File: config.mk
export PLATFORM = sky130hd
export DESIGN_NAME = ro_puf_ctrl_flat
export DESIGN_NICKNAME = d
export VERILOG_FILES = /design/src/rtl/ro_puf_if.sv /design/src/rtl/ro_puf_ctrl.sv /design/src/flat_wrapper.sv
export SDC_FILE = /design/constraint.sdc
export NUM_CORES = 1
export LEC_CHECK = 0
export CAP_MARGIN = 20
export CORE_ASPECT_RATIO = 0.9
export CORE_MARGIN = 3
export CORE_UTILIZATION = 38
export DETAILED_ROUTE_END_ITERATION = 8
export GPL_TIMING_DRIVEN = 0
export PLACE_DENSITY = 0.6
export SYNTH_ARGS = -nofsm -noshare
export SYNTH_HDL_FRONTEND = slang
export SYNTH_SLANG_ARGS = --single-unit
File: constraint.sdc
create_clock -name clk -period 3.5 [get_ports clk]
set_input_delay 0.7 -clock clk [delete_from_list [all_inputs] [get_ports clk]]
set_output_delay 0.7 -clock clk [all_outputs]
set_load 0.02 [all_outputs]
File: src/rtl/ro_puf_if.sv
// Handshake bundle between the PUF controller and its requester:
// start/challenge/window in, busy/done/response/tie count out.
interface ro_puf_if #(
    parameter int WIN_W  = 16,
    parameter int RESP_W = 8
);
    localparam int TIE_W = $clog2(RESP_W + 1);

    logic              start;
    logic [15:0]       challenge;
    logic [WIN_W-1:0]  window_len;
    logic              busy;
    logic              done;
    logic [RESP_W-1:0] response;
    logic [TIE_W-1:0]  tie_cnt;

    modport master (
        output start, challenge, window_len,
        input  busy, done, response, tie_cnt
    );

    modport slave (
        input  start, challenge, window_len,
        output busy, done, response, tie_cnt
    );
endinterface

File: src/rtl/ro_puf_ctrl.sv
// Ring-oscillator PUF controller: per response bit, enables an LFSR-chosen
// oscillator pair, counts synchronised edges over a window and compares them.
module ro_puf_ctrl #(
    parameter int NUM_RO = 16,
    parameter int CNT_W  = 16,
    parameter int WIN_W  = 16,
    parameter int RESP_W = 8
) (
    input  logic              clk,
    input  logic              rst_n,
    input  logic [NUM_RO-1:0] ro_in,
    output logic [NUM_RO-1:0] osc_en,
    ro_puf_if.slave           bus
);
    localparam int SEL_W = $clog2(NUM_RO);
    localparam int TIE_W = $clog2(RESP_W + 1);
    localparam int K_W   = (RESP_W > 1) ? $clog2(RESP_W) : 1;

    typedef enum logic [2:0] {
        ST_IDLE    = 3'd0,
        ST_SETTLE  = 3'd1,
        ST_MEASURE = 3'd2,
        ST_COMPARE = 3'd3,
        ST_DONE    = 3'd4
    } state_t;

    function automatic logic [15:0] lfsr_step(input logic [15:0] s);
        if (s[0]) begin
            return (s >> 1) ^ 16'hB400;
        end else begin
            return s >> 1;
        end
    endfunction

    // Returns {idx_b, idx_a}; a coincident pair is split by flipping the LSB.
    function automatic logic [2*SEL_W-1:0] pair_sel(input logic [15:0] s);
        logic [SEL_W-1:0] a;
        logic [SEL_W-1:0] b;
        a = s[SEL_W-1:0];
        b = s[2*SEL_W-1:SEL_W];
        if (b == a) begin
            b = a ^ SEL_W'(1);
        end else begin
            b = b;
        end
        return {b, a};
    endfunction

    state_t              state_r, state_s;
    logic [15:0]         lfsr_r, lfsr_s;
    logic [WIN_W-1:0]    win_r, win_s;
    logic [WIN_W-1:0]    timer_r, timer_s;
    logic [K_W-1:0]      k_r, k_s;
    logic [TIE_W-1:0]    tie_r, tie_s;
    logic [RESP_W-1:0]   resp_r, resp_s;
    logic [2*SEL_W-1:0]  pair_s;
    logic [SEL_W-1:0]    idx_a_r, idx_b_r;
    logic [NUM_RO-1:0]   osc_en_r, osc_en_s;
    logic                busy_r, done_r;
    logic [2:0]          sync_a_r, sync_b_r;
    logic                rise_a_s, rise_b_s;
    logic [CNT_W-1:0]    cnt_a_r, cnt_b_r;

    assign rise_a_s = sync_a_r[1] & ~sync_a_r[2];
    assign rise_b_s = sync_b_r[1] & ~sync_b_r[2];

    // Next-state and datapath update for the evaluation sequence.
    always_comb begin
        state_s = state_r;
        lfsr_s  = lfsr_r;
        win_s   = win_r;
        timer_s = timer_r;
        k_s     = k_r;
        tie_s   = tie_r;
        resp_s  = resp_r;
        case (state_r)
            ST_IDLE: begin
                if (bus.start) begin
                    state_s = ST_SETTLE;
                    lfsr_s  = (bus.challenge == 16'h0000) ? 16'h0001 : bus.challenge;
                    win_s   = (bus.window_len == '0) ? WIN_W'(1) : bus.window_len;
                    timer_s = '0;
                    k_s     = '0;
                    tie_s   = '0;
                    resp_s  = '0;
                end else begin
                    state_s = ST_IDLE;
                end
            end
            ST_SETTLE: begin
                if (timer_r == WIN_W'(2)) begin
                    state_s = ST_MEASURE;
                    timer_s = '0;
                end else begin
                    timer_s = timer_r + WIN_W'(1);
                end
            end
            ST_MEASURE: begin
                if (timer_r == (win_r - WIN_W'(1))) begin
                    state_s = ST_COMPARE;
                    timer_s = '0;
                end else begin
                    timer_s = timer_r + WIN_W'(1);
                end
            end
            ST_COMPARE: begin
                if (cnt_a_r == cnt_b_r) begin
                    resp_s[k_r] = 1'b0;
                    tie_s       = tie_r + TIE_W'(1);
                end else begin
                    resp_s[k_r] = (cnt_a_r > cnt_b_r);
                end
                lfsr_s  = lfsr_step(lfsr_r);
                k_s     = k_r + K_W'(1);
                timer_s = '0;
                if (k_r == K_W'(RESP_W - 1)) begin
                    state_s = ST_DONE;
                end else begin
                    state_s = ST_SETTLE;
                end
            end
            ST_DONE: begin
                state_s = ST_IDLE;
            end
            default: begin
                state_s = ST_IDLE;
            end
        endcase
    end

    // Oscillator enables follow the pair of the LFSR value the next cycle will use.
    always_comb begin
        pair_s   = pair_sel(lfsr_s);
        osc_en_s = '0;
        if ((state_s == ST_SETTLE) || (state_s == ST_MEASURE)) begin
            osc_en_s[pair_s[SEL_W-1:0]]       = 1'b1;
            osc_en_s[pair_s[2*SEL_W-1:SEL_W]] = 1'b1;
        end else begin
            osc_en_s = '0;
        end
    end

    // Control state and registered outputs.
    always_ff @(posedge clk) begin
        if (!rst_n) begin
            state_r  <= ST_IDLE;
            lfsr_r   <= 16'h0001;
            win_r    <= '0;
            timer_r  <= '0;
            k_r      <= '0;
            tie_r    <= '0;
            resp_r   <= '0;
            idx_a_r  <= '0;
            idx_b_r  <= '0;
            osc_en_r <= '0;
            busy_r   <= 1'b0;
            done_r   <= 1'b0;
        end else begin
            state_r  <= state_s;
            lfsr_r   <= lfsr_s;
            win_r    <= win_s;
            timer_r  <= timer_s;
            k_r      <= k_s;
            tie_r    <= tie_s;
            resp_r   <= resp_s;
            idx_a_r  <= pair_s[SEL_W-1:0];
            idx_b_r  <= pair_s[2*SEL_W-1:SEL_W];
            osc_en_r <= osc_en_s;
            busy_r   <= (state_s != ST_IDLE);
            done_r   <= (state_s == ST_DONE);
        end
    end

    // Two-flop synchronisers plus edge-detect flop on the selected oscillators.
    always_ff @(posedge clk) begin
        if (!rst_n) begin
            sync_a_r <= 3'b000;
            sync_b_r <= 3'b000;
        end else begin
            sync_a_r <= {sync_a_r[1:0], ro_in[idx_a_r]};
            sync_b_r <= {sync_b_r[1:0], ro_in[idx_b_r]};
        end
    end

    // Saturating edge counters, cleared while the synchronisers flush.
    always_ff @(posedge clk) begin
        if (!rst_n) begin
            cnt_a_r <= '0;
            cnt_b_r <= '0;
        end else if (state_r == ST_SETTLE) begin
            cnt_a_r <= '0;
            cnt_b_r <= '0;
        end else if (state_r == ST_MEASURE) begin
            if (rise_a_s && (cnt_a_r != '1)) begin
                cnt_a_r <= cnt_a_r + CNT_W'(1);
            end
            if (rise_b_s && (cnt_b_r != '1)) begin
                cnt_b_r <= cnt_b_r + CNT_W'(1);
            end
        end
    end

    assign osc_en       = osc_en_r;
    assign bus.busy     = busy_r;
    assign bus.done     = done_r;
    assign bus.response = resp_r;
    assign bus.tie_cnt  = tie_r;
endmodule

File: src/flat_wrapper.sv
// flat-port wrapper written by rule: the top's interface ports become plain ports
module ro_puf_ctrl_flat 
#(
    parameter int NUM_RO = 16,
    parameter int CNT_W  = 16,
    parameter int WIN_W  = 16,
    parameter int RESP_W = 8
)
  (clk, rst_n, ro_in, osc_en, bus_start, bus_challenge, bus_window_len, bus_busy, bus_done, bus_response, bus_tie_cnt);
  ro_puf_if #(.WIN_W(WIN_W), .RESP_W(RESP_W)) bus_i ();
  input  logic clk;
  input  logic rst_n;
  input  logic [NUM_RO-1:0] ro_in;
  output logic [NUM_RO-1:0] osc_en;
  input wire logic [$bits(bus_i.start)-1:0] bus_start;
  input wire logic [$bits(bus_i.challenge)-1:0] bus_challenge;
  input wire logic [$bits(bus_i.window_len)-1:0] bus_window_len;
  output wire logic [$bits(bus_i.busy)-1:0] bus_busy;
  output wire logic [$bits(bus_i.done)-1:0] bus_done;
  output wire logic [$bits(bus_i.response)-1:0] bus_response;
  output wire logic [$bits(bus_i.tie_cnt)-1:0] bus_tie_cnt;
  assign bus_i.start = bus_start;
  assign bus_i.challenge = bus_challenge;
  assign bus_i.window_len = bus_window_len;
  assign bus_busy = bus_i.busy;
  assign bus_done = bus_i.done;
  assign bus_response = bus_i.response;
  assign bus_tie_cnt = bus_i.tie_cnt;
  ro_puf_ctrl #(.NUM_RO(NUM_RO), .CNT_W(CNT_W), .WIN_W(WIN_W), .RESP_W(RESP_W)) u_core (.clk(clk), .rst_n(rst_n), .ro_in(ro_in), .osc_en(osc_en), .bus(bus_i));
endmodule
==> flow_summary_export.csv <==
group,metric,value,unit
power,p_per_area,535,mW/mm²
final_layout,final_cell_mix,"dfxtp_1 (127), nor2_1 (104), clkdlybuf4s50_1 (80)",
power,power_frac_seq,0.363,
cts,clock-root-buffer,"clkbuf_16",
synthesis,synth_edf_count,0,
drt,dr.first_iter.drc_count,385,
min_path,hold_end,"u_core.sync_a_r[1]",
worst_setup_path,r2r_cells,11,
synthesis,ys_ff_latch,127,
die,die_area,0.0189,mm²
drt,viasPerCell,5.55,
global_route,grt_max_degree,17,
drt,drt_pre_antenna_iters,5,
placed_design,placed_cell_area,0.00763,mm²
sta,holdWs,0.435,ns
worst_setup_path,cp_data_required_time,3.79,ns
die,rows,44,
final_layout,drive_above_1_share,0.0783,
job,drv_cap,0,
synthesis,async_flop_share,0,
power,p_switching,1230,µW
sta,drv_slew,0,
placed_design,dp_slack,-0.257,ns
drt,ant_nets,0,
sta,maxSlewHeadroom,0.310,
placed_design,gp_congestion,0.833,
sta,setup_ws,0.168,ns
synthesis,yosysWarnings,0,
cts,cts_num_sinks,127,
global_route,grt_pass1_wl,28.4,mm
sta,setup-violations-final,0,
synthesis,syn_area_per_cell,8.97,µm²
power,vdd_drop_max,277,µV
placed_design,dp_cells,1019,
synthesis,netlist_area,0.00657,mm²
sta,post-route-period-util,0.952,
cts,postCtsSetupBuffers,0,
min_path,hold_path_class,"reg -> reg",
final_layout,diodes,0,
cts,htreeDepth,4,
status,status,"finished clean",
synthesis,yosys-top-cells-area,"dfxtp_1 (39%), nor2_1 (5.9%), xnor2_1 (4.9%)",
power,pwr-share-clk,0.434,
drt,vias,5829,
min_path,hold_path_depth,1,
die,die_h,131,µm
global_route,grt_use_met2,0.293,
worst_setup_path,crit_arrival,3.62,ns
global_route,use_met3,0.0455,
cts,cts_tree,"built",
sta,worst_pin_slew,1.03,ns
synthesis,synth_ff_type,"dfxtp_1",
final_layout,fin_nets,906,
synthesis,yosysTopAreaCell,"dfxtp_1",
global_route,track_usage,0.188,
worst_setup_path,critPathLaunchType,"input port",
placed_design,hpwlAfterDp,13.2,mm
worst_setup_path,r2r_setup_slack,0.40,ns
worst_setup_path,r2r-start,"u_core.win_r[0]",
power,p_int,3200,µW
final_layout,layout_commonest_cell,"dfxtp_1",
sta,hold_violations,0,
global_route,overflow,0,
global_route,antenna_found_initial,0,
sta,grt_setup_unrepaired,"false",
cts,cts.clk_slew.worst_paths,0.06,ns
min_path,min_from,"u_core.sync_a_r[0]",
cts,worstSkewPairLatency,0.41,ns
cts,cts_buffers,17,
worst_setup_path,crit_start,"bus_start",
synthesis,synthCells,732,
die,num_io_pins,81,
global_route,grt_pass1_vias,5753,
global_route,met1_usage,0.259,
power,leakage,0.00305,µW
synthesis,synth_cell_types,70,
global_route,top_usage_layer,"met2",
worst_setup_path,critPathKind,"in -> reg",
drt,wirelength,17.2,mm
die,start_util,0.398,
final_layout,final_area,0.00829,mm²
worst_setup_path,worstReg2RegEnd,"u_core.timer_r[10]",
sta,fmax,300,MHz
worst_setup_path,crit_fanout,10,
cts,cts_hold_buf,0,
power,power_frac_comb,0.203,
synthesis,seq_area_frac_synth,0.387,
cts,cts_max_path_buffers,2,
die,core_area,0.0165,mm²
sta,skew,0.0119,ns
synthesis,yosysTopAreaCellShare,0.387,
placed_design,portBuffers,80,
die,fp.dieW,145,µm
final_layout,synthToLayoutAreaGrowth,26.2,%
synthesis,synthesis.nets,807,
worst_setup_path,end_kind,"flip-flop",
sta,setup_tns,0,ns
drt,wl_per_cell,16.4,µm
power,switching_share,0.278,
sta,period_needed,3.33,ns
cts,cts.repair.resized,0,
final_layout,final_cells,1050,
drt,drc,0,
## area by class of cell
cell class,count,area (µm²)
flip-flops and latches,127,2540
fillers,1538,8230
plain buffers,35,149
inverters,24,90.1
multi-input cells,546,3810
clock buffers,18,429
clock inverters,13,210
repair buffers,80,801
well taps,207,259
## power groups by stage
stage	clock (µW)	sequential [µW]	combinational [µW]
floorplan	0	1650	596
global placement	0	1640	858
detailed placement	0	1640	880
CTS	1960	1610	885
global route	2020	1620	983
finish	1930	1610	901
## per-layer routing
metal  vias to the layer above  share of wire  wire [µm]
met5                         -              0          0
met4                         0         0.0086        148
met3                        12          0.041        709
met2                       142           0.47       8030
met1                      2817           0.48       8280
li1                       2858              -          -
## flip-flops by register name (all words and copies together), names as in the netlist
name,cells
u_core.idx_a_r,1
u_core.timer_r,16
u_core.sync_b_r,3
u_core.bus.busy,1
u_core.state_r,3
u_core.cnt_b_r,16
u_core.sync_a_r,3
u_core.idx_b_r,4
u_core.win_r,16
u_core.bus.tie_cnt,4
u_core.lfsr_r,16
u_core.k_r,3
u_core.bus.done,1
u_core.osc_en,16
u_core.bus.response,8
u_core.cnt_a_r,16
## Yosys cell counts (all sizes together), types with 5 or more instances
cell type / instances
dfxtp: 127
nor2: 105
nand2: 61
xnor2: 38
xor2: 30
clkbuf: 27
ha: 24
inv: 24
and2: 22
nor4: 22
nand4: 21
nor3: 17
a22o: 16
a32oi: 16
a21oi: 15
nand3: 12
mux2i: 11
a31oi: 10
and3: 10
mux4: 10
a21o: 9
or3: 9
buf: 8
and4: 7
nor2b: 6
o21ai: 6
a211oi: 5
a22oi: 5
o21a: 5
## per-stage QoR
stage	util	total power (µW)
floorplan	-	2240
global placement	0.462	2500
detailed placement	0.462	2520
CTS	0.501	4460
global route	0.502	4630
finish	0.502	4440
## cell families after synthesis
logic type               after synthesis  share of synthesized area
adder cells (fa/ha/maj)               24                     0.0457
XOR/XNOR                              68                     0.0918
AO/OA/AOI/OAI                        120                      0.144
multiplexers                          22                     0.0539
flip-flops                           127                      0.387
buffers and inverters                 59                     0.0364
AND/OR/NAND/NOR                      312                      0.241
## worst max-delay path: stages
cell and delay [ns]:
clkdlybuf4s50_1 0.56, nor4b_1 0.37, buf_2 0.34, nor2_2 0.14, a21o_1 0.30, xor2_1 0.21
nor3_4 0.31, mux2_4 0.39, a32oi_1 0.23, nor2_1 0.07
## how the worst max path moves through the flow
stage / to / slack, ns / cells after the start
after floorplan: u_core.osc_en[0] / 0.64 / 10
after detailed placement: u_core.osc_en[11] / -0.26 / 10
after global placement: u_core.osc_en[11] / -0.27 / 10
after global routing: u_core.osc_en[0] / 0.04 / 10
after CTS: u_core.osc_en[11] / 0.16 / 10
final: u_core.osc_en[0] / 0.17 / 10
No activity file was read; power rests on OpenSTA's default activity.
